==> src/rtl/mul8_dot_accum.sv <==
`default_nettype none
// ============================================================================
// Module      : mul8_dot_accum
// Description : Dot-product accumulator around an external 8x8 multiplier.
//               Optional macro MUL8_DOT_SAT_EN clamps the sum instead of wrapping.
// Revision    : 1.0 - initial release
// ============================================================================
module mul8_dot_accum #(
  parameter int ACC_W = 24,
  parameter int CNT_W = 8
) (
  input  logic             clk,
  input  logic             rst_n,
  input  logic             in_valid,
  output logic             in_ready,
  input  logic [7:0]       in_a,
  input  logic [7:0]       in_b,
  input  logic             in_last,
  output logic [7:0]       mul_a,
  output logic [7:0]       mul_b,
  input  logic [15:0]      mul_p,
  output logic             out_valid,
  input  logic             out_ready,
  output logic [ACC_W-1:0] out_sum,
  output logic [CNT_W-1:0] out_cnt,
  output logic             out_ovf
);

  typedef enum logic [0:0] {
    ST_ACC  = 1'b0,
    ST_DONE = 1'b1
  } state_e;

  state_e           state_q, state_d;
  logic             op_vld_q, op_vld_d;
  logic             op_last_q, op_last_d;
  logic [7:0]       mul_a_q, mul_a_d;
  logic [7:0]       mul_b_q, mul_b_d;
  logic [ACC_W-1:0] acc_q, acc_d;
  logic [CNT_W-1:0] cnt_q, cnt_d;
  logic             ovf_q, ovf_d;
  logic [ACC_W-1:0] out_sum_q, out_sum_d;
  logic [CNT_W-1:0] out_cnt_q, out_cnt_d;
  logic             out_ovf_q, out_ovf_d;

  logic             accept_w;
  logic [ACC_W:0]   add_w;
  logic             carry_w;
  logic [ACC_W-1:0] acc_next_w;
  logic [CNT_W-1:0] cnt_next_w;
  logic             ovf_next_w;

  // Ready is gated by rst_n so it drops immediately when reset asserts.
  assign in_ready  = rst_n && (state_q == ST_ACC) && !(op_vld_q && op_last_q);
  assign accept_w  = in_valid && in_ready;
  assign out_valid = (state_q == ST_DONE);
  assign mul_a     = mul_a_q;
  assign mul_b     = mul_b_q;
  assign out_sum   = out_sum_q;
  assign out_cnt   = out_cnt_q;
  assign out_ovf   = out_ovf_q;

  always_comb begin
    add_w      = (ACC_W+1)'(acc_q) + (ACC_W+1)'(mul_p);
    carry_w    = add_w[ACC_W];
`ifdef MUL8_DOT_SAT_EN
    acc_next_w = carry_w ? {ACC_W{1'b1}} : add_w[ACC_W-1:0];
`else
    acc_next_w = add_w[ACC_W-1:0];
`endif
    ovf_next_w = ovf_q | carry_w;
    cnt_next_w = (&cnt_q) ? cnt_q : cnt_q + CNT_W'(1);
  end

  always_comb begin
    state_d   = state_q;
    op_vld_d  = 1'b0;
    op_last_d = op_last_q;
    mul_a_d   = mul_a_q;
    mul_b_d   = mul_b_q;
    acc_d     = acc_q;
    cnt_d     = cnt_q;
    ovf_d     = ovf_q;
    out_sum_d = out_sum_q;
    out_cnt_d = out_cnt_q;
    out_ovf_d = out_ovf_q;

    if (accept_w) begin
      mul_a_d   = in_a;
      mul_b_d   = in_b;
      op_last_d = in_last;
      op_vld_d  = 1'b1;
    end

    case (state_q)
      ST_ACC: begin
        if (op_vld_q) begin
          if (op_last_q) begin
            // Final term: publish the result and start the next vector from zero.
            out_sum_d = acc_next_w;
            out_cnt_d = cnt_next_w;
            out_ovf_d = ovf_next_w;
            acc_d     = '0;
            cnt_d     = '0;
            ovf_d     = 1'b0;
            state_d   = ST_DONE;
          end else begin
            acc_d = acc_next_w;
            cnt_d = cnt_next_w;
            ovf_d = ovf_next_w;
          end
        end
      end
      ST_DONE: begin
        if (out_ready) begin
          state_d = ST_ACC;
        end
      end
      default: begin
        state_d = ST_ACC;
      end
    endcase
  end

  always_ff @(posedge clk or negedge rst_n) begin
    if (!rst_n) begin
      state_q   <= ST_ACC;
      op_vld_q  <= 1'b0;
      op_last_q <= 1'b0;
      mul_a_q   <= '0;
      mul_b_q   <= '0;
      acc_q     <= '0;
      cnt_q     <= '0;
      ovf_q     <= 1'b0;
      out_sum_q <= '0;
      out_cnt_q <= '0;
      out_ovf_q <= 1'b0;
    end else begin
      state_q   <= state_d;
      op_vld_q  <= op_vld_d;
      op_last_q <= op_last_d;
      mul_a_q   <= mul_a_d;
      mul_b_q   <= mul_b_d;
      acc_q     <= acc_d;
      cnt_q     <= cnt_d;
      ovf_q     <= ovf_d;
      out_sum_q <= out_sum_d;
      out_cnt_q <= out_cnt_d;
      out_ovf_q <= out_ovf_d;
    end
  end

endmodule
`default_nettype wire

==> config.mk <==
export PLATFORM = sky130hd
export DESIGN_NAME = mul8_dot_accum
export DESIGN_NICKNAME = d
export VERILOG_FILES = /design/src/rtl/mul8_dot_accum.sv
export SDC_FILE = /design/constraint.sdc
export NUM_CORES = 1
export LEC_CHECK = 0
export ABC_AREA = 1
export CAP_MARGIN = 15
export CORE_MARGIN = 5
export CORE_UTILIZATION = 39
export CTS_CLUSTER_SIZE = 14
export DETAILED_ROUTE_END_ITERATION = 8
export SYNTH_ARGS = -nofsm -noshare
export SYNTH_HDL_FRONTEND = slang
export SYNTH_SLANG_ARGS = --single-unit
==> constraint.sdc <==
create_clock -name clk -period 3.2 [get_ports clk]
set_input_delay 0.48 -clock clk [delete_from_list [all_inputs] [get_ports clk]]
set_output_delay 0.48 -clock clk [all_outputs]
set_load 0.005 [all_outputs]
After elaboration in Yosys (flattened, before gate mapping)
Index checks and enable logic that the tools add are counted.

Add/sub/neg operators: 2. Mux-type cells: 9. Bitwise logic cells: 2. Reductions and logical operators: 8.

Operators with widths (number): adder 24 x 16 -> 25 bit (1); 2-to-1 mux 24 bit (1); 2-to-1 mux 8 bit (2); adder 8 x 1 -> 8 bit (second input constant) (1); AND reduction 8 bit (1); 2-to-1 mux 1 bit (5); logical AND 1 bit (4); AND reduction 3 bit (1); case mux 1 bit (2 select lines) (1); AND reduction 2 bit (1); zero test 1 bit (1); inverter 1 bit (1); bitwise OR 1 bit (1).

Register bits: 85. Output and inout port bits: 51. Logic and storage cells: 32.

Logic depth before layout (Yosys ltp)
Depth after elaboration: 5. Mapped depth: 14. Gate-level depth less buffers: 14.

Worst setup path before layout
Ideal clock, no wire load.

Kind: input-to-reg. Start point: input mul_p[0]. End point: register acc_q[20]. Setup time: 0.117 ns. Arrival: 1.778 ns. Data required time: 3.083 ns. Setup slack: 1.304 ns. Cell stages on the path: 13. Path buffers: 0. Cells stage by stage: ha_1 inv_1 fa_1 inv_1 nand2_1 nand2_1 nand3_1 nand2_1 nand2_1 nand2_2 nand3_1 nand3_1 nand2_1.

Word-level cells in the longest chain between the ends: 2.

Ends and longest elaborated chain: start: declaration (line 21) `input logic [15:0] mul_p,`; adder 24 x 16 -> 25 bit (line 64) `add_w = (ACC_W+1)'(acc_q) + (ACC_W+1)'(mul_p);`; 2-to-1 mux 24 bit (line 98) `if (op_last_q) begin`; end signal: assignment (line 132) `acc_q <= '0;`; end signal: assignment (line 144) `acc_q <= acc_d;`; end: declaration (line 39) `logic [ACC_W-1:0] acc_q, acc_d;`.

Every way passes these cells. A chain may end at the register's enable or synchronous reset.

Worst setup path in the final report
Start point: input mul_p[0]. End point: register out_ovf_q, in the netlist out_ovf.

Word-level cells in the longest chain between the ends: 2.

Ends and longest elaborated chain: adder 24 x 16 -> 25 bit (line 64); bitwise OR 1 bit (line 71) `ovf_next_w = ovf_q | carry_w;`; end signal: assignment (line 149) `out_ovf_q <= out_ovf_d;`; end: declaration (line 44) `logic out_ovf_q, out_ovf_d;`.

Every way passes these cells.

==> summary.md <==
| Metric | Value |
|---|---|
| Status | `finished clean` |
| EDFF count, synth | `0` |
| CTS root buf | `clkbuf_16` |
| Crit path largest cell delay | `about 0.46 ns` |
| Post-CTS Resized | `0` |
| Cell taking the most area after synthesis | `dfrtp_1` |
| WP data required | `about 3.5 ns` |
| Critical path buffer and inverter count | `3` |
| Critical Path Most Common Cell | `nand2_1` |
| Fin nets | `between 800 and 900` |
| Layout cell share with drive strength beyond 1 | `4.92%` |
| Post-synth top area share | `between 40% and 50%` |
| Critical path peak fanout | `4` |
| Cts hold-fix bufs | `0` |
| Site row count | `40` |
| Unique cell type count in the Yosys netlist | `31` |
| Die H | `120 microns` |
| Clock skew | `0.00871 ns` |
| Vias in the first global route | `4275` |
| Final Slew Violations | `0` |
| Design Area, Final | `0.00605 sq mm` |
| CP max-delay cell | `clkdlybuf4s50_1` |
| Final setup margin | `roughly 0.95 ns` |
| Wire length of the first global-routing pass | `around 21000 microns` |
| Most common cell in the netlist | `nand2_1` |
| Worst path depth | `15` |
| Mapped Cells | `roughly 660` |
| Worst-path cell chain | `clkdlybuf4s50_1 -> ha_1 -> inv_1 -> fa_1 -> inv_1 -> nand2_1 -> nand2_1 -> nand3_1 -> nand2_1 -> nand2_1 -> nand2_2 -> nand3_1 -> nand2_1 -> nand2_1 -> nand2_1` |
| Clock buffer depth | `2` |
| Reg2Reg Depth | `5` |
| Syn_nets | `a little over 700` |
| Async S/R FF share, synth | `100%` |
| Worst Tran Pin Value | `a little under 0.7 ns` |
| Die ar. | `about 0.014 sq mm` |
| I/O Buffers | `between 80 and 90` |
| DP Worst Slack | `0.610 ns` |
| Startpoint types | `primary input` |
| Post-synth top flop | `dfrtp_1` |
| GRT Total Usage | `between 10% and 20%` |
| Largest net degree at the start of global routing | `56` |
| Post-CTS Setup Bufs | `0` |
| Mapped Avg Cell Area | `7.21 sq um` |
| Worst Setup End Kind | `flip-flop` |
| Synth Cell Area | `~0.0048 sq mm` |
| First-pass DRT Iterations | `5` |
| Initial antenna violation count | `0` |
| Antenna-violating nets left | `0` |
| Commonest cells in the netlist | `295 x nand2_1, 85 x dfrtp_1, 78 x inv_1, 52 x nand3_1, 34 x nor2_1` |
| Met3 Use GR | `under 10%` |
| Final min period | `2.25 ns` |
| Detailed Route Iter0 Violations | `roughly 280` |
| CTS Sinks | `85` |
| Final WL | `approximately 13000 microns` |
| Via count | `roughly 4.3k` |
| WL per Instance | `around 14 microns` |
| Met1 Use GR | `between 20% and 30%` |
| Crit path max-delay family | `simple AND/OR/NAND/NOR gates` |
| H-Tree Depth | `3` |
| Max VDD drop | `around 0.33 mV` |
| # DRC | `0` |
| Endpoints failing setup | `0` |
| Ports | `88` |
| Yosys warns | `0` |
| Core ar. | `about 0.012 sq mm` |
| Hold slack | `~0.21 ns` |
| Met2 Use GR | `between 20 and 30%` |
| Routed vias/inst | `between 4 and 5` |
| WS Path Type | `in2reg` |
| GP Congestion | `about 0.94` |
| Clock transition at path regs | `0.06 ns` |
| Placed Area | `~0.0058 sq mm` |
| FMAX | `444 MHz` |
| Worst slew margin | `between 50% and 60%` |
| Cts bufs inserted | `9` |
| Final hold vios | `0` |
| Area contributors post-synth | `dfrtp_1 45%, nand2_1 23%, inv_1 6.2%` |
| #FFs+latches synth | `85` |
| Setup TNS | `0 ns` |
| Power density over the cells | `792 mW/mm^2` |
| MaxCap Viol Count | `0` |
| Lkg Pwr | `3.17 nW` |
| Clk Latency, worst-skew pair | `between 0.3 and 0.4 ns` |
| Remaining global-route overflow | `0` |
| Crit path DAT | `approximately 2.5 ns` |
| Antenna Diode Count | `0` |
| GRT busiest layer | `met2` |
| Initial Utilization | `between 30% and 40%` |
| Final period util | `70.4%` |
| Sequential fraction of the synthesis area | `about 45%` |
| TritonCTS clock tree | `yes` |
| Dpl hpwl | `between 9000 and 10000 microns` |
| Hold WC Path Type | `in2async` |
| Area delta synth->final | `27.3%` |
| RSZ-0062 raised after global routing | `false` |
| DIE WIDTH | `between 100 and 150 microns` |
cells by family after synthesis:
kind of cell,count (synthesis),share of synthesized area (%)
compound gates,42,5.21
xor+xnor,11,2.03
fa+ha+maj,18,4.90
buf+inv,94,7.77
flops,85,44.8
simple gates,409,35.3
final cells by class:
cell class / instances / area (sq um)
clock buffer: 10 / 239
clock inverter: 5 / 36.3
fill: 1185 / 5910
inverter: 80 / 300
multi-input combinational: 480 / 2260
sequential: 85 / 2130
tap: 147 / 184
timing repair buffer: 92 / 906
power by group:
group	internal [mW]	switching, mW	leakage, nW
combinational	0.986	1.12	1.95
clock	0.545	0.440	0.139
sequential	1.46	0.245	1.09
total	2.99	1.80	3.17
final timing paths:
path,startpoint,to,slack (ns)
worst max register to register,out_valid,acc_q[5],1.18
max in group asynchronous,rst_n,out_sum[23],1.92
worst max-delay path,mul_p[0],out_ovf,0.95
worst min register to register,out_sum[0],out_sum[0],0.48
worst min-delay path,rst_n,out_sum[8],0.21
min in group clk,out_sum[0],out_sum[0],0.48
metal layers:
layer  share of wire (%)  vias to the layer above  wire length, microns
li1                    -                     2244                     -
met1                  47                     1962                  5920
met2                  47                       87                  5930
met3                 3.6                       19                   452
met4                 2.9                        0                   366
met5                   0                        -                     0
cells in the final DEF, fill, tap and decap left out, drive strengths merged:
master / Yosys / routed
xnor2: 3 / 3
o22ai: 1 / 1
buf: 8 / 6
dfrtp: 85 / 85
nand3b: 4 / 4
nand2: 298 / 298
clkdlybuf4s50: 0 / 86
nor4: 1 / 1
or2: 4 / 4
fa: 1 / 1
o21ai: 25 / 25
a31oi: 4 / 4
clkinv: 0 / 4
xor2: 8 / 8
a22o: 5 / 5
inv: 80 / 81
nor3: 5 / 5
clkbuf: 6 / 10
nand3: 53 / 53
nand4: 6 / 6
ha: 17 / 17
a21oi: 7 / 7
nor2: 37 / 37
and2: 1 / 1
through the flow:
stage | power, mW | util (%) | cells
floorplan | 2.91 | - | 659
global placement | 3.82 | 48.3 | 884
detailed placement | 3.85 | 48.3 | 884
CTS | 4.86 | 50.6 | 899
global route | 5.21 | 50.6 | 899
finish | 4.79 | 50.6 | 899
state kept, by name (all words and copies together), names as in the netlist:
signal     cells
op_last_q      1
out_ovf        1
mul_a          8
acc_q         24
ovf_q          1
op_vld_q       1
cnt_q          8
out_valid      1
mul_b          8
out_sum       24
out_cnt        8
Power figures use the tool's default switching activity.
